--- src/rtl/sdram_port_sched.sv ---
// rtl/sdram_port_sched.sv - single toggle-handshake SDRAM port shared by download, CPU and tape requesters
// Fixed priority download > CPU > tape, with tape aging that lifts it above the CPU once starved.
module sdram_port_sched #(
    parameter int STARVE_LIMIT = 64,
    parameter int AW           = 24
) (
    input  logic          clk,
    input  logic          reset,
    input  logic          dl_wr,
    input  logic [AW-1:0] dl_addr,
    input  logic [7:0]    dl_data,
    output logic          dl_overrun,
    input  logic          cpu_rd,
    input  logic          cpu_wr,
    input  logic [AW-1:0] cpu_addr,
    input  logic [7:0]    cpu_din,
    output logic [7:0]    cpu_dout,
    output logic          cpu_done,
    input  logic          tap_req,
    output logic          tap_ack,
    input  logic [AW-1:0] tap_addr,
    input  logic [AW-1:0] tap_last,
    output logic [7:0]    tap_data,
    output logic          mem_req,
    input  logic          mem_ack,
    output logic [AW-2:0] mem_a,
    output logic [1:0]    mem_ds,
    output logic          mem_we,
    output logic [15:0]   mem_d,
    input  logic [15:0]   mem_q
);

    localparam int AGE_W = $clog2(STARVE_LIMIT + 1);
    localparam logic [AGE_W-1:0] AGE_MAX = AGE_W'(STARVE_LIMIT);

    typedef enum logic [1:0] {S_RESYNC, S_IDLE, S_WAIT} state_t;
    typedef enum logic [1:0] {OWN_DL, OWN_CPU, OWN_TAP} owner_t;

    state_t state, next_state;
    owner_t owner;

    logic          dl_pend, dl_wr_d;
    logic [AW-1:0] dl_addr_q;
    logic [7:0]    dl_data_q;
    logic          cpu_pend, cpu_we_q;
    logic [AW-1:0] cpu_addr_q;
    logic [7:0]    cpu_din_q;
    logic [AGE_W-1:0] age;
    logic          cur_addr0;

    logic          tap_pend, tap_blocked, tap_starved, tap_oor, mem_idle;
    logic          grant_dl, grant_cpu, grant_tap, issue, complete;
    logic [AW-1:0] iss_addr;
    logic [7:0]    iss_byte;
    logic          iss_we;
    logic [7:0]    rd_byte;

    assign tap_pend    = (tap_req != tap_ack);
    // Tape stays off the bus while a download is queued or just strobed.
    assign tap_blocked = dl_pend | dl_wr | dl_wr_d;
    assign tap_starved = (age == AGE_MAX);
    assign tap_oor     = (tap_addr > tap_last);
    assign mem_idle    = (mem_req == mem_ack);
    assign rd_byte     = cur_addr0 ? mem_q[15:8] : mem_q[7:0];

    always_ff @(posedge clk or posedge reset) begin
        if (reset) begin
            state <= S_RESYNC;
        end else begin
            state <= next_state;
        end
    end

    always_comb begin
        next_state = state;
        grant_dl   = 1'b0;
        grant_cpu  = 1'b0;
        grant_tap  = 1'b0;
        complete   = 1'b0;
        case (state)
            S_RESYNC: next_state = S_IDLE;
            S_IDLE: begin
                if (mem_idle) begin
                    if (dl_pend)
                        grant_dl = 1'b1;
                    else if (tap_pend && !tap_blocked && tap_starved)
                        grant_tap = 1'b1;
                    else if (cpu_pend)
                        grant_cpu = 1'b1;
                    else if (tap_pend && !tap_blocked)
                        grant_tap = 1'b1;
                end
                if (grant_dl || grant_cpu || (grant_tap && !tap_oor))
                    next_state = S_WAIT;
            end
            S_WAIT: begin
                if (mem_idle) begin
                    complete   = 1'b1;
                    next_state = S_IDLE;
                end
            end
            default: next_state = S_RESYNC;
        endcase
    end

    assign issue = grant_dl | grant_cpu | (grant_tap & ~tap_oor);

    always_comb begin
        iss_addr = tap_addr;
        iss_byte = 8'h00;
        iss_we   = 1'b0;
        if (grant_dl) begin
            iss_addr = dl_addr_q;
            iss_byte = dl_data_q;
            iss_we   = 1'b1;
        end else if (grant_cpu) begin
            iss_addr = cpu_addr_q;
            iss_byte = cpu_din_q;
            iss_we   = cpu_we_q;
        end
    end

    always_ff @(posedge clk or posedge reset) begin
        if (reset) begin
            dl_pend    <= 1'b0;
            dl_wr_d    <= 1'b0;
            dl_addr_q  <= '0;
            dl_data_q  <= '0;
            dl_overrun <= 1'b0;
            cpu_pend   <= 1'b0;
            cpu_we_q   <= 1'b0;
            cpu_addr_q <= '0;
            cpu_din_q  <= '0;
            cpu_dout   <= '0;
            cpu_done   <= 1'b0;
            tap_ack    <= 1'b0;
            tap_data   <= '0;
            age        <= '0;
            owner      <= OWN_DL;
            cur_addr0  <= 1'b0;
            mem_req    <= 1'b0;
            mem_a      <= '0;
            mem_ds     <= '0;
            mem_we     <= 1'b0;
            mem_d      <= '0;
        end else begin
            dl_wr_d  <= dl_wr;
            cpu_done <= 1'b0;

            // A strobe in the grant cycle re-arms the flag the grant clears.
            if (dl_wr) begin
                dl_pend   <= 1'b1;
                dl_addr_q <= dl_addr;
                dl_data_q <= dl_data;
                if (dl_pend)
                    dl_overrun <= 1'b1;
            end else if (grant_dl) begin
                dl_pend <= 1'b0;
            end

            if (cpu_rd || cpu_wr) begin
                cpu_pend   <= 1'b1;
                cpu_addr_q <= cpu_addr;
                cpu_din_q  <= cpu_din;
                cpu_we_q   <= cpu_wr;
            end else if (grant_cpu) begin
                cpu_pend <= 1'b0;
            end

            if (!tap_pend || grant_tap)
                age <= '0;
            else if (age != AGE_MAX)
                age <= age + AGE_W'(1);

            if (state == S_RESYNC)
                mem_req <= mem_ack;

            if (issue) begin
                mem_a     <= iss_addr[AW-1:1];
                mem_ds    <= iss_we ? (iss_addr[0] ? 2'b10 : 2'b01) : 2'b11;
                mem_d     <= {iss_byte, iss_byte};
                mem_we    <= iss_we;
                mem_req   <= ~mem_req;
                cur_addr0 <= iss_addr[0];
                owner     <= grant_dl ? OWN_DL : (grant_cpu ? OWN_CPU : OWN_TAP);
            end

            if (grant_tap && tap_oor) begin
                tap_data <= 8'h00;
                tap_ack  <= tap_req;
            end

            if (complete) begin
                case (owner)
                    OWN_CPU: begin
                        cpu_dout <= rd_byte;
                        cpu_done <= 1'b1;
                    end
                    OWN_TAP: begin
                        tap_data <= rd_byte;
                        tap_ack  <= ~tap_ack;
                    end
                    default: ;
                endcase
            end
        end
    end

endmodule

--- config.mk ---
export PLATFORM = sky130hd
export DESIGN_NAME = sdram_port_sched
export DESIGN_NICKNAME = d
export VERILOG_FILES = /design/src/rtl/sdram_port_sched.sv
export SDC_FILE = /design/constraint.sdc
export NUM_CORES = 1
export LEC_CHECK = 0
export ABC_AREA = 1
export ABC_CLOCK_PERIOD_IN_PS = 9000
export BUFFER_PORTS_ARGS = -buffer_cell sky130_fd_sc_hd__buf_2
export CORE_UTILIZATION = 44
export CTS_CLUSTER_DIAMETER = 100
export CTS_CLUSTER_SIZE = 25
export DETAILED_ROUTE_END_ITERATION = 7
export GPL_TIMING_DRIVEN = 0
export PLACE_DENSITY = 0.77
export SLEW_MARGIN = 5
export SYNTH_ARGS = -nofsm -noshare
export SYNTH_HDL_FRONTEND = slang
export SYNTH_SLANG_ARGS = --single-unit
--- constraint.sdc ---
create_clock -name clk -period 9 [get_ports clk]
set_clock_uncertainty 0.2 [all_clocks]
set_input_delay 0.45 -clock clk [delete_from_list [all_inputs] [get_ports clk]]
set_output_delay 0.45 -clock clk [all_outputs]
set_load 0.1 [all_outputs]
## Yosys cells after proc, flatten, opt, wreduce, memory -nomap -nowiden

Cells that the tools add are included.
W data, S select, Z words.

| storage, ports and cells | value |
|---|---|
| flip-flop bits (word level) | 142 |
| bits of input ports | 135 |
| output and inout bits | 62 |
| logic and storage cells | 110 |

| operators by class | value |
|---|---|
| $add $sub $neg | 1 |
| magnitude comparators | 1 |
| equal/unequal tests | 10 |
| muxes and demuxes | 49 |
| bitwise logic cells | 8 |
| reduce and logical (&&, ||, !) cells | 19 |

Operators with widths:

| operator | number |
|---|---|
| $mux W24 | 2 |
| $mux W8 | 6 |
| $mux W1 | 32 |
| $gt A24 B24 Y1 | 1 |
| $mux W7 | 2 |
| $mux W2 | 6 |
| $reduce_bool A2 Y1 | 4 |
| $add A7 B1 Y7 const B | 1 |
| $eq A7 B7 Y1 const B | 1 |
| $ne A7 B7 Y1 const B | 1 |
| $pmux W2 S3 | 1 |
| $reduce_and A2 Y1 | 3 |
| $eq A2 B1 Y1 const B | 2 |
| $eq A2 B2 Y1 const B | 2 |
| $logic_and A1 B1 Y1 | 4 |
| $logic_or A1 B1 Y1 | 4 |
| $ne A2 B2 Y1 const B | 2 |
| $or A1 B1 Y1 | 4 |
| $logic_not A1 Y1 | 3 |
| $not A1 Y1 | 3 |
| $logic_not A2 Y1 | 1 |
| $and A1 B1 Y1 | 1 |
| $eq A1 B1 Y1 | 1 |
| $ne A1 B1 Y1 | 1 |

## Logic depth before layout (Yosys ltp)

| depth | value |
|---|---|
| word-level depth | 15 |
| mapped depth | 18 |
| depth with buffers taken out | 17 |

## Worst setup path before layout

OpenSTA, ideal clock, no wires.

| path | value |
|---|---|
| path kind | reg2reg |
| start point | register tap_ack |
| end point | register mem_ds[1] |
| library setup time | 0.120 ns |
| data arrival time | 2.097 ns |
| required time | 8.680 ns |
| slack | 6.583 ns |
| cell stages (with the launch flop) | 11 |
| buffers on the path | 1 |
| period minus slack after synthesis | 2.417 ns |
| path through | dfrtp_1 -> xor2_2 -> nand2_1 -> or2_4 -> nand3_4 -> nand2_2 -> inv_4 -> nand2_4 -> buf_2 -> nor2_1 -> nor2_1 |

| on the way | value |
|---|---|
| word-level cells in the longest chain between the ends | 12 |
| elaborated cells on any way between the ends | 24 |
| those cells by class | eq/ne (1); mux (18); bitwise (3); reduce/logical (2) |

RTL lines:

| item | RTL line | source |
|---|---|---|
| start: declaration | 20 | `output logic tap_ack,` |
| start signal: assignment | 190 | `tap_ack <= tap_req;` |
| start signal: assignment | 201 | `tap_ack <= ~tap_ack;` |
| $ne A1 B1 Y1 (*) | 58 | `assign tap_pend = (tap_req != tap_ack);` |
| $logic_and A1 B1 Y1 (*) | 86, 90 |  |
| $logic_and A1 B1 Y1 | 86 | `else if (tap_pend && !tap_blocked && tap_starved)` |
| $mux W1 | 86 |  |
| $mux W1 | 84 | `if (dl_pend)` |
| $mux W1 | 83 | `if (mem_idle) begin` |
| $mux W1 (2 in a row) | 80 | `case (state)` |
| $mux W24 | 116 | `end else if (grant_cpu) begin` |
| $mux W24 | 112 | `if (grant_dl) begin` |
| $mux W2 (2 in a row) | 180 | `mem_ds <= iss_we ? (iss_addr[0] ? 2'b10 : 2'b01) : 2'b11;` |
| end signal: assignment | 180 |  |
| end: declaration | 27 | `output logic [1:0] mem_ds,` |

Mark *: on every way between the ends. The rest lies on a longest branch, timed or not. The select of a mux whose other input is x is not followed.
A chain may end at the register's enable or synchronous reset.

## Worst setup path after layout

| path | value |
|---|---|
| start point | input port dl_wr |
| end point | register tap_data[4] |

| on the way | value |
|---|---|
| word-level cells in the longest chain between the ends | 15 |
| elaborated cells on any way between the ends | 16 |
| those cells by class | mux (10); bitwise (2); reduce/logical (4) |

RTL lines:

| item | RTL line | source |
|---|---|---|
| start: declaration | 9 | `input logic dl_wr,` |
| $or A1 B1 Y1 (*) (2 in a row) | 60 | `assign tap_blocked = dl_pend \| dl_wr \| dl_wr_d;` |
| $logic_not A1 Y1 (*) | 86, 90 |  |
| $logic_and A1 B1 Y1 (*) | 86, 90 |  |
| $mux W1 | 90 | `else if (tap_pend && !tap_blocked)` |
| $mux W1 | 88 | `else if (cpu_pend)` |
| $mux W1 (*) | 86 |  |
| $mux W1 (*) | 84 |  |
| $mux W1 (*) | 83 |  |
| $mux W1 (*) (2 in a row) | 80 |  |
| $logic_and A1 B1 Y1 (*) | 188 | `if (grant_tap && tap_oor) begin` |
| $mux W8 (*) | 188 |  |
| $mux W8 | 194 | `case (owner)` |
| $mux W8 (*) | 193 | `if (complete) begin` |
| end signal: assignment | 200 | `tap_data <= rd_byte;` |
| end: declaration | 23 | `output logic [7:0] tap_data,` |

Marked as above.

==> impl_results.md <==
* Outcome: complete, no violations
* Post-Synthesis Net Count at 929
* Htree depth at 4
* GRT overflow at 0
* Total number of vias at around 5800
* Fraction of layout cells with a size suffix above 1 at 29.2%
* GPL Wtd Cong at 0.803
* Vias in the first global route at 5504
* Ys Warns at 0
* RSZ-0062 raised after global routing: false
* Synth Instances at around 770
* EDFF count, synth at 0
* Port-buffer cells at 196
* CP arrival at 2670 ps
* CP Max Fanout at 9
* FFs w/ async S/R, synth at 100%
* Total track usage at 23.1%
* Worst hold path type: in2reg
* DR WL/cell at 14.5 um
* Hold Vio Cnt, Final at 0
* First-pass GRT wire length at 26500 um
* Lkg Pwr at between 4 and 5 nW
* IO Pins at 197
* Final Setup Violations at 0
* Final instance area at approximately 8400 um^2
* Clock Tree Root: clkbuf_16
* Number of routed nets with antenna violations at 0
* Clock period minus worst slack at ~2600 ps
* # rows at 44
* P&R area growth vs syn at 27.9%
* Pin count of the biggest net entering global routing at 79
* Tot Pwr at 3.20 mW
* DIE WIDTH at 124 um
* TritonRoute pass-1 iters at 7
* Post-synth cell types at 39
* PwrDens at between 300 and 400 nW/um^2
* Critical Path RT at 9060 ps
* Critical Path Max Stage Delay at ~530 ps
* Nets at 1147
* Cell repeated most along the worst path: nand2_1
* Register area share after synthesis at 51.0%
* Inserted Diodes at 0
* Buffers & Inverters on Critical Path at 4
* DR vias/cell at 4.92
* Syn Area/Cell at 8.55 um^2
* CTS tree: built
* CP Launch Type: input pin
* Clk slew on worst S/H paths at approximately 60 ps
* DRC errors left at 0
* Crit path cell chain: dlygate4sd3_1 -> buf_2 -> buf_2 -> clkinv_2 -> nand2_1 -> nor2_1 -> nand2_1 -> nor2_1 -> nand2_1 -> nor2_2 -> nand3_1 -> nand3_1 -> o21ai_0
* Clk Latency, worst-skew pair at just over 400 ps
* Max-Cap Viols at 0
* TritonCTS Sinks at 134
* Post-CTS resize count at 0
* CP endpoint kind: flip-flop
* R2r setup slk at 6810 ps
* Peak supply drop at around 0.22 mV
* Flops & latches, synth at 134
* Tcrit/Tclk final at 29.0%
* Antenna violations before repair at 1
* Initial core utilization at 45.2%
* Setup fix buffers added after clock tree synthesis at 0
* Total Routed Length at 17100 um
* DRT iter0 DRCs at 258
* FMAX at 384 MHz
* Post-Syn Area at 6570 um^2
* Total Negative Setup Slacks at 0 ps
* Critical path type: in2reg
* Main flop type after synthesis: dfrtp_1
* Die boundary height at 124 um
* Cell family with most CP delay: simple AND/OR/NAND/NOR gates
* Cell area after placement at 7810 um^2
* CP max-delay cell: dlygate4sd3_1
* Die ar. at about 15000 um^2
* Clock Path Buffers at 2
* Final Max Tran Viols at 0
* Core box area at between 10000 and 15000 um^2
* CTS buffer count at 17
* Normalized max-slew margin at 52.3%
* Worst Tran Pin Value at 716 ps
* Detail Placement HPWL at 12600 um
==> layout by cell type (no fill, tap or decap), types with 2 or more instances in the layout <==
cell,Yosys,final
a21o_1,2,2
a21oi_1,12,12
a22oi_1,8,8
buf_2,8,204
buf_4,10,10
buf_6,3,3
bufinv_16,0,3
clkbuf_1,14,18
clkbuf_16,0,17
clkbuf_8,0,2
clkinv_2,1,3
dfrtp_1,134,134
dlygate4sd3_1,0,2
ha_1,26,26
inv_1,59,58
inv_2,2,2
inv_4,2,2
mux2_2,32,32
nand2_1,334,334
nand3_1,41,41
nand4_1,3,3
nor2_1,25,25
nor2_2,3,3
o21a_1,8,8
o21ai_0,16,16
o21ai_1,3,3
o21bai_1,2,2
o31ai_1,3,3
xnor2_1,2,2
xor2_1,2,2
==> where the power goes <==
part	internal, mW	switching, mW	leakage [nW]
combinational	0.332	1.33	2.72
clock	0.443	0.241	0.279
sequential	0.754	0.0932	1.65
total	1.53	1.67	4.64
==> state kept, by name, summed over array words and instances, names as in the netlist, 7 cells and up <==
name / count
mem_d: 8
dl_data_q: 8
age: 7
mem_a: 23
cpu_din_q: 8
cpu_addr_q: 24
cpu_dout: 8
tap_data: 8
dl_addr_q: 24
==> logic make-up after synthesis <==
group / share of synthesized area (%)
xor+xnor: 1.03
buf+inv: 6.87
compound gates: 5.22
mux: 5.48
fa+ha+maj: 4.95
simple gates: 25.4
flops: 51.0
==> path summary, 6_finish.rpt <==
path,to,from,cells after the start
max,tap_data[4],dl_wr,13
min,cpu_we_q,cpu_rd,2
max reg2reg,cpu_dout[7],mem_req,6
min reg2reg,mem_a[12],mem_a[12],2
max in group asynchronous,mem_d[8],reset,4
min in group asynchronous,mem_a[17],reset,3
==> cell usage after synthesis, drive strengths merged, types with 2 or more instances <==
| library cell | number | area [um^2] |
|---|---|---|
| nand2 | 336 | 1270 |
| dfrtp | 134 | 3350 |
| inv | 63 | 241 |
| nand3 | 42 | 223 |
| mux2 | 32 | 360 |
| nor2 | 28 | 113 |
| ha | 26 | 325 |
| buf | 21 | 149 |
| o21ai | 19 | 95.1 |
| clkbuf | 14 | 52.6 |
| a21oi | 12 | 60.1 |
| a22oi | 8 | 60.1 |
| o21a | 8 | 60.1 |
| nand4 | 4 | 31.3 |
| o31ai | 3 | 22.5 |
| xnor2 | 3 | 33.8 |
| xor2 | 3 | 33.8 |
| a21o | 2 | 15.0 |
| clkinv | 2 | 8.75 |
| nor3 | 2 | 15.0 |
| o21bai | 2 | 15.0 |
==> area by class of cell <==
| type | count | area [um^2] |
|---|---|---|
| buffer | 35 | 201 |
| clock buffer | 23 | 468 |
| clock inverter | 5 | 100 |
| fill | 1365 | 6130 |
| inverter | 65 | 255 |
| multi-input combinational | 534 | 2770 |
| sequential | 134 | 3350 |
| tap | 184 | 230 |
| timing repair buffer | 199 | 1030 |
==> metal layers <==
| metal | share of wire, % | up-vias | track usage, % | routed length, um |
|---|---|---|---|---|
| li1 | - | 2847 | - | - |
| met1 | 43 | 2727 | 28.8 | 7320 |
| met2 | 49 | 206 | 39.2 | 8410 |
| met3 | 6.8 | 16 | 6.41 | 1160 |
| met4 | 0.97 | 2 | 6.25 | 165 |
| met5 | 0.047 | - | 0 | 8 |
==> worst register-to-register path, cell delays in order (launching register included) <==
cell and delay (ps):
dfrtp_1 410, xnor2_2 290, nand3_1 150, nor3_2 470
buf_2 340, nand2_1 90, o21a_1 110
==> metrics by stage <==
stage / hold slack [ps] / std cells / setup slack (ps) / utilization (%)
5_1_grt: 25.0 / 1179 / 6190 / 57.8
4_1_cts: 22.2 / 1179 / 6430 / 57.8
3_5_place_dp: 255 / 1149 / 6260 / 53.8
2_1_floorplan: 242 / 768 / 4770 / -
3_3_place_gp: 252 / 1148 / 3180 / 53.5
6_report: 39.3 / 1179 / 6390 / 57.8
==> repair_timing <==
action,in CTS,in global routing
hold buffers,2,0
hold endpoints to repair,6,0
endpoints found under the setup margin,0,0
No activity file was read; power rests on OpenSTA's default activity.
